`src/rtl/dynamic_delay_pkg.sv`:
```
// Shared helpers for the dynamic delay line.
//   clamp_sel    : limit a requested delay to the legal range 0..length-1
//   ptr_sub_wrap : modular pointer subtraction that works for any depth,
//                  not only powers of two
//   ptr_width    : address width for a buffer of the given depth (at least 1)
package dynamic_delay_pkg;

  function automatic int unsigned clamp_sel(input int unsigned sel,
                                            input int unsigned length);
    return (sel > length - 1) ? length - 1 : sel;
  endfunction

  // Both operands must already lie in 0..length-1.
  function automatic int unsigned ptr_sub_wrap(input int unsigned a,
                                               input int unsigned b,
                                               input int unsigned length);
    return (a >= b) ? a - b : a + length - b;
  endfunction

  function automatic int unsigned ptr_width(input int unsigned length);
    return (length < 2) ? 1 : $clog2(length);
  endfunction

endpackage

```
`src/rtl/dynamic_delay_bus_if.sv`:
```
// Bus bundle for dynamic_delay_bus. Signal prefixes follow the DUT's view:
//   i_ena       sample enable
//   i_in        input sample
//   i_sel       requested delay
//   i_sel_load  strobe latching i_sel into the active select
//   o_out       delayed sample (registered)
//   o_out_valid o_out holds a genuine sample from history
//   o_sel_err   one-cycle pulse when a loaded select was clamped
// master drives the stimulus side, slave is the delay line itself.
interface dynamic_delay_bus_if #(
  parameter int unsigned WIDTH = 8,
  parameter int unsigned SEL_W = 4
);
  logic             i_ena;
  logic [WIDTH-1:0] i_in;
  logic [SEL_W-1:0] i_sel;
  logic             i_sel_load;
  logic [WIDTH-1:0] o_out;
  logic             o_out_valid;
  logic             o_sel_err;

  modport master (
    output i_ena, i_in, i_sel, i_sel_load,
    input  o_out, o_out_valid, o_sel_err
  );

  modport slave (
    input  i_ena, i_in, i_sel, i_sel_load,
    output o_out, o_out_valid, o_sel_err
  );
endinterface

```
`src/rtl/delay_line_mem.sv`:
```
// History buffer for the delay line: simple dual-port RAM, DEPTH x WIDTH,
// one synchronous write port and one combinational read port so it maps onto
// distributed RAM. Contents are never reset.
//   i_clk   clock
//   i_we    write enable
//   i_waddr write address (0..DEPTH-1)
//   i_wdata write data
//   i_raddr read address (0..DEPTH-1)
//   o_rdata read data, combinational from i_raddr
module delay_line_mem #(
  parameter int unsigned WIDTH  = 8,
  parameter int unsigned DEPTH  = 16,
  parameter int unsigned ADDR_W = 4
) (
  input  logic              i_clk,
  input  logic              i_we,
  input  logic [ADDR_W-1:0] i_waddr,
  input  logic [WIDTH-1:0]  i_wdata,
  input  logic [ADDR_W-1:0] i_raddr,
  output logic [WIDTH-1:0]  o_rdata
);

  logic [WIDTH-1:0] r_mem [DEPTH];

  always_ff @(posedge i_clk) begin
    if (i_we) begin
      r_mem[i_waddr] <= i_wdata;
    end
  end

  assign o_rdata = r_mem[i_raddr];

endmodule

```
`src/rtl/dynamic_delay_bus.sv`:
```
// Runtime-programmable delay line for a WIDTH-bit bus. Each enabled cycle the
// input is written into a circular buffer; the output register takes the
// sample cur_sel enabled cycles older (cur_sel = 0 bypasses the buffer).
// A fill counter keeps o_out_valid low until enough history exists.
//   i_clk  clock, rising edge
//   i_rst  synchronous reset, active high
//   bus    dynamic_delay_bus_if.slave (ena, in, sel, sel_load, out,
//          out_valid, sel_err)
module dynamic_delay_bus
  import dynamic_delay_pkg::*;
#(
  parameter int unsigned WIDTH     = 8,
  parameter int unsigned LENGTH    = 16,
  parameter int unsigned SEL_W     = $clog2(LENGTH),
  parameter int unsigned RESET_SEL = 0
) (
  input logic                i_clk,
  input logic                i_rst,
  dynamic_delay_bus_if.slave bus
);

  localparam int unsigned PTR_W       = ptr_width(LENGTH);
  localparam int unsigned FILL_W      = $clog2(LENGTH + 1);
  // An illegal RESET_SEL would index outside the buffer, so clamp it here.
  localparam int unsigned RESET_SEL_C = clamp_sel(RESET_SEL, LENGTH);

  logic [PTR_W-1:0]  r_wptr;
  logic [FILL_W-1:0] r_fill;
  logic [PTR_W-1:0]  r_cur_sel;
  logic [WIDTH-1:0]  r_out;
  logic              r_out_valid;
  logic              r_sel_err;

  logic [SEL_W-1:0]  w_sel;
  logic              w_sel_oor;
  logic [PTR_W-1:0]  w_sel_clamped;
  logic [PTR_W-1:0]  w_raddr;
  logic [PTR_W-1:0]  w_wptr_next;
  logic [FILL_W-1:0] w_fill_next;
  logic              w_valid;
  logic              w_we;
  logic [WIDTH-1:0]  w_rdata;
  logic [WIDTH-1:0]  w_tap;

  assign w_sel = bus.i_sel;
  assign w_we  = bus.i_ena & ~i_rst;

  always_comb begin
    w_sel_oor     = 32'(w_sel) > LENGTH - 1;
    w_sel_clamped = PTR_W'(clamp_sel(32'(w_sel), LENGTH));

    // Sample written cur_sel enabled cycles ago.
    w_raddr = PTR_W'(ptr_sub_wrap(32'(r_wptr), 32'(r_cur_sel), LENGTH));

    // Explicit wrap: LENGTH need not be a power of two.
    w_wptr_next = (32'(r_wptr) == LENGTH - 1) ? '0 : r_wptr + PTR_W'(1);

    // Saturates at LENGTH, which already covers every legal cur_sel.
    w_fill_next = (32'(r_fill) == LENGTH) ? r_fill : r_fill + FILL_W'(1);

    // Pre-increment fill: with fill == cur_sel the oldest needed sample exists.
    w_valid = 32'(r_fill) >= 32'(r_cur_sel);

    // cur_sel = 0 reads the address being written this edge, so bypass the RAM.
    w_tap = (r_cur_sel == '0) ? bus.i_in : w_rdata;
  end

  delay_line_mem #(
    .WIDTH  (WIDTH),
    .DEPTH  (LENGTH),
    .ADDR_W (PTR_W)
  ) u_mem (
    .i_clk   (i_clk),
    .i_we    (w_we),
    .i_waddr (r_wptr),
    .i_wdata (bus.i_in),
    .i_raddr (w_raddr),
    .o_rdata (w_rdata)
  );

  always_ff @(posedge i_clk) begin
    if (i_rst) begin
      r_wptr      <= '0;
      r_fill      <= '0;
      r_cur_sel   <= PTR_W'(RESET_SEL_C);
      r_out       <= '0;
      r_out_valid <= 1'b0;
      r_sel_err   <= 1'b0;
    end else begin
      if (bus.i_ena) begin
        r_wptr      <= w_wptr_next;
        r_fill      <= w_fill_next;
        r_out       <= w_valid ? w_tap : '0;
        r_out_valid <= w_valid;
      end
      // A coincident enabled edge above still used the old select.
      if (bus.i_sel_load) begin
        r_cur_sel <= w_sel_clamped;
      end
      r_sel_err <= bus.i_sel_load & w_sel_oor;
    end
  end

  assign bus.o_out       = r_out;
  assign bus.o_out_valid = r_out_valid;
  assign bus.o_sel_err   = r_sel_err;

endmodule
```
`src/flat_wrapper.sv`:
```
// flat-port wrapper written by rule: the top's interface ports become plain ports
module dynamic_delay_bus_flat import dynamic_delay_pkg::*;
#(
  parameter int unsigned WIDTH     = 8,
  parameter int unsigned LENGTH    = 16,
  parameter int unsigned SEL_W     = $clog2(LENGTH),
  parameter int unsigned RESET_SEL = 0
)
  (i_clk, i_rst, bus_i_ena, bus_i_in, bus_i_sel, bus_i_sel_load, bus_o_out, bus_o_out_valid, bus_o_sel_err);
  dynamic_delay_bus_if #(.WIDTH(WIDTH), .SEL_W(SEL_W)) bus_i ();
  input logic i_clk;
  input logic i_rst;
  input wire logic [$bits(bus_i.i_ena)-1:0] bus_i_ena;
  input wire logic [$bits(bus_i.i_in)-1:0] bus_i_in;
  input wire logic [$bits(bus_i.i_sel)-1:0] bus_i_sel;
  input wire logic [$bits(bus_i.i_sel_load)-1:0] bus_i_sel_load;
  output wire logic [$bits(bus_i.o_out)-1:0] bus_o_out;
  output wire logic [$bits(bus_i.o_out_valid)-1:0] bus_o_out_valid;
  output wire logic [$bits(bus_i.o_sel_err)-1:0] bus_o_sel_err;
  assign bus_i.i_ena = bus_i_ena;
  assign bus_i.i_in = bus_i_in;
  assign bus_i.i_sel = bus_i_sel;
  assign bus_i.i_sel_load = bus_i_sel_load;
  assign bus_o_out = bus_i.o_out;
  assign bus_o_out_valid = bus_i.o_out_valid;
  assign bus_o_sel_err = bus_i.o_sel_err;
  dynamic_delay_bus #(.WIDTH(WIDTH), .LENGTH(LENGTH), .SEL_W(SEL_W), .RESET_SEL(RESET_SEL)) u_core (.i_clk(i_clk), .i_rst(i_rst), .bus(bus_i));
endmodule
```
`config.mk`:
```
export PLATFORM = sky130hd
export DESIGN_NAME = dynamic_delay_bus_flat
export DESIGN_NICKNAME = d
export VERILOG_FILES = /design/src/rtl/dynamic_delay_pkg.sv /design/src/rtl/dynamic_delay_bus_if.sv /design/src/rtl/delay_line_mem.sv /design/src/rtl/dynamic_delay_bus.sv /design/src/flat_wrapper.sv
export SDC_FILE = /design/constraint.sdc
export NUM_CORES = 1
export LEC_CHECK = 0
export CAP_MARGIN = 20
export CORE_MARGIN = 4
export CORE_UTILIZATION = 55
export DETAILED_ROUTE_END_ITERATION = 10
export GPL_ROUTABILITY_DRIVEN = 1
export GPL_TIMING_DRIVEN = 0
export PLACE_DENSITY_LB_ADDON = 0.2
export SLEW_MARGIN = 15
export SYNTH_ARGS = -nofsm -noshare
export SYNTH_HDL_FRONTEND = slang
export SYNTH_SLANG_ARGS = --single-unit
```
`constraint.sdc`:
```
create_clock -name i_clk -period 3.6 [get_ports i_clk]
set_input_delay 1.08 -clock i_clk [delete_from_list [all_inputs] [get_ports i_clk]]
set_output_delay 1.08 -clock i_clk [all_outputs]
set_load 0.01 [all_outputs]
```
==> flow_metrics.tcl <==
set metrics [dict create \
    synth_flop_cell "edfxtp_1" \
    start_util_pct 56.8 \
    crit_type "reg2reg" \
    wl_per_cell_um 22.5 \
    p_per_area_nw_per_um2 563 \
    yosys.cell_types.count 37 \
    synth_area_per_cell_um2 17.6 \
    relSlewSlack_pct 32.7 \
    postCtsSetupRepairBufs 0 \
    yosys_warnings 0 \
    cap_violations 0 \
    r2r_setup_slack_ns 0.57 \
    grt_overflow_total 0 \
    fp.dieW_um 115 \
    core-area_um2 11000 \
    cts_max_level 4 \
    critical_path.top_delay_family "multiplexers" \
    syn_nets 384 \
    gp_congestion 0.781 \
    drive_gt1_share_pct 15.4 \
    required_ns 3.90 \
    die_area_um2 13100 \
    final_area_um2 7200 \
    synth-simple-area-share_pct 5.91 \
    post_dp_cell_area_um2 6650 \
    cp-end-kind "register" \
    grt_pass1_wl_mm 18.7 \
    root_buffer "clkbuf_16" \
    grt_use_total_pct 20.2 \
    synth-seq-cells 150 \
    place_hpwl_mm 7.97 \
    drc 0 \
    critPathArrivalTime_ns 3.33 \
    ios 26 \
    mostFrequentLayoutCells "edfxtp_1 (128), mux4_2 (25), nor2_1 (23), clkdlybuf4s50_1 (23)" \
    path_cells "inv_1 -> ha_1 -> inv_1 -> fa_1 -> buf_6 -> buf_6 -> mux4_1 -> mux2i_1 -> o21ai_0 -> a32o_1" \
    vdd_drop_max_v 0.000441 \
    wirelength_mm 12.3 \
    leakage_nw 2.40 \
    nets 426 \
    max_slew.worst_pin.slew_ns 1.01 \
    cp-start-kind "register" \
    critPathLaunch "u_core.r_wptr[0]$_SDFFE_PP0P_" \
    tritoncts "built" \
    finalHoldViolCount 0 \
    syn_inst 354 \
    rsz0062_at_grt "false" \
    viasPerCell 5.90 \
    cp_slowest_cell "mux4_1" \
    drt_pass1_iterations 5 \
    antenna_found_initial 0 \
    rows 38 \
    reg2reg_depth 10 \
    finalCriticalPeriod_ns 3.03 \
    cts_num_sinks 150 \
    regToRegEndpoint "u_core.bus.o_out[7]$_SDFFE_PP0P_" \
    critPathMaxFanout 10 \
    fmax_ghz 0.330 \
    synth_mux_area_share_pct 15.5 \
    critPathCapture "u_core.bus.o_out[7]$_SDFFE_PP0P_" \
    cpPeakStageDelay_ns 0.62 \
    postSynth.asyncResetShare_pct 0 \
    skew_ns 0.00818 \
    io_buffers 23 \
    die_y_um 115 \
    vias 3237 \
    synth_top_family_by_area "multiplexers" \
    area_delta_synth_final_pct 15.4 \
    tns_ns 0 \
    antenna_left 0 \
    synth_compound_area_share_pct 4.11 \
    cts_resized 0 \
    cts_buffers 17 \
    holdWs_ns 0.487 \
    reg2reg_from "u_core.r_wptr[0]$_SDFFE_PP0P_" \
    netlist_area_um2 6240 \
    clockBufferDepth 2 \
    grt_pass1_vias 3252 \
    path_clk_slew_ns 0.06 \
    drtIter0Drc 290 \
    drv_slew 0 \
    status "complete, no violations" \
    antenna_cells 0 \
    worstSkewPairLatency_ns 0.42 \
    hp-class "reg2reg" \
    layout_commonest_cell "edfxtp_1" \
    yosysSeqAreaShare_pct 68.6 \
    setup_violations 0 \
    grt_max_degree 18 \
    path_depth 10 \
    synth_edf_count 128 \
    cts_hold_buf 0 \
    synth_xor_area_share_pct 0.842 \
    path_buf_inv 4 \
    synthAdderAreaFrac_pct 2.93 \
    fin_crit_sh_pct 84.2 \
]
## power by group
| group | switching, mW | internal [mW] |
|---|---|---|
| Clock | 0.701 | 0.953 |
| Sequential | 0.0181 | 1.91 |
| Combinational | 0.247 | 0.224 |
## metal layers
layer  GRT usage [%]  vias to the layer above  routed length, µm
li1                -                     1492                  -
met1            28.6                     1644               5510
met2            30.3                       90               5930
met3            5.44                       11                758
met4            8.08                        0                133
met5               0                        -                  0
## stage by stage
stage	util, %	std cells	power [mW]	setup WS, ns
final	65.6	549	4.05	0.570
after global routing	65.6	549	4.19	0.439
after CTS	65.6	549	4.08	0.640
after detailed placement	60.5	517	2.44	0.230
after global placement	60.5	517	2.43	0.242
after floorplan	-	354	2.28	1.08
## layout make-up
cell class / instances / area [µm²]
fill: 756 / 3780
sequential: 150 / 4280
clock inverter: 14 / 125
tap: 140 / 175
multi-input combinational: 181 / 1830
clock buffer: 18 / 429
buffer: 15 / 97.6
timing repair buffer: 23 / 230
inverter: 8 / 30.0
## cells in the mapped netlist, types with 3 or more instances
| master | number | share of area, % |
|---|---|---|
| ha_1 | 13 | 2.6 |
| nor2_1 | 23 | 1.4 |
| nor3_1 | 10 | 0.80 |
| nand2_1 | 5 | 0.30 |
| and2_1 | 16 | 1.6 |
| a32o_1 | 8 | 1.3 |
| mux4_2 | 25 | 9.0 |
| edfxtp_1 | 128 | 62 |
| dfxtp_1 | 22 | 7.1 |
| mux4_1 | 7 | 2.9 |
| a21oi_1 | 3 | 0.24 |
| o21a_1 | 3 | 0.36 |
| buf_6 | 5 | 0.90 |
| nand2b_1 | 3 | 0.30 |
| clkbuf_1 | 8 | 0.48 |
| xor2_1 | 5 | 0.70 |
| o21ai_0 | 17 | 1.4 |
| inv_1 | 8 | 0.48 |
| mux2i_1 | 22 | 3.5 |
## cells by family (layout without fill, tap and decap cells)
kind of cell             after synthesis  after routing
AND/OR/NAND/NOR                       68             68
XOR/XNOR                               6              6
flip-flops                           150            150
buffers and inverters                 23             78
AO/OA/AOI/OAI                         38             38
adder cells (fa/ha/maj)               14             14
other                                  1              1
multiplexers                          54             54
## how the worst min path moves through the flow
stage                                         from                                   to  slack (ns)  depth (start not counted)
2_1_floorplan     u_core.r_cur_sel[2]$_SDFFE_PP0P_     u_core.r_cur_sel[2]$_SDFFE_PP0P_        0.48                          2
3_3_place_gp   u_core.bus.o_out_valid$_SDFFE_PP0P_  u_core.bus.o_out_valid$_SDFFE_PP0P_        0.47                          2
3_5_place_dp      u_core.bus.o_out[0]$_SDFFE_PP0P_     u_core.bus.o_out[0]$_SDFFE_PP0P_        0.47                          1
4_1_cts           u_core.bus.o_out[6]$_SDFFE_PP0P_     u_core.bus.o_out[6]$_SDFFE_PP0P_        0.48                          1
5_1_grt           u_core.bus.o_out[6]$_SDFFE_PP0P_     u_core.bus.o_out[6]$_SDFFE_PP0P_        0.50                          1
6_report          u_core.bus.o_out[6]$_SDFFE_PP0P_     u_core.bus.o_out[6]$_SDFFE_PP0P_        0.49                          1
## sequential cells by signal, indices dropped and copies added (netlist names)
signal / cells
u_core.bus.o_out: 8
u_core.bus.o_out_valid: 1
u_core.r_cur_sel: 4
u_core.r_fill: 5
u_core.r_wptr: 4
u_core.u_mem.r_mem: 128
Power figures use the tool's default switching activity.
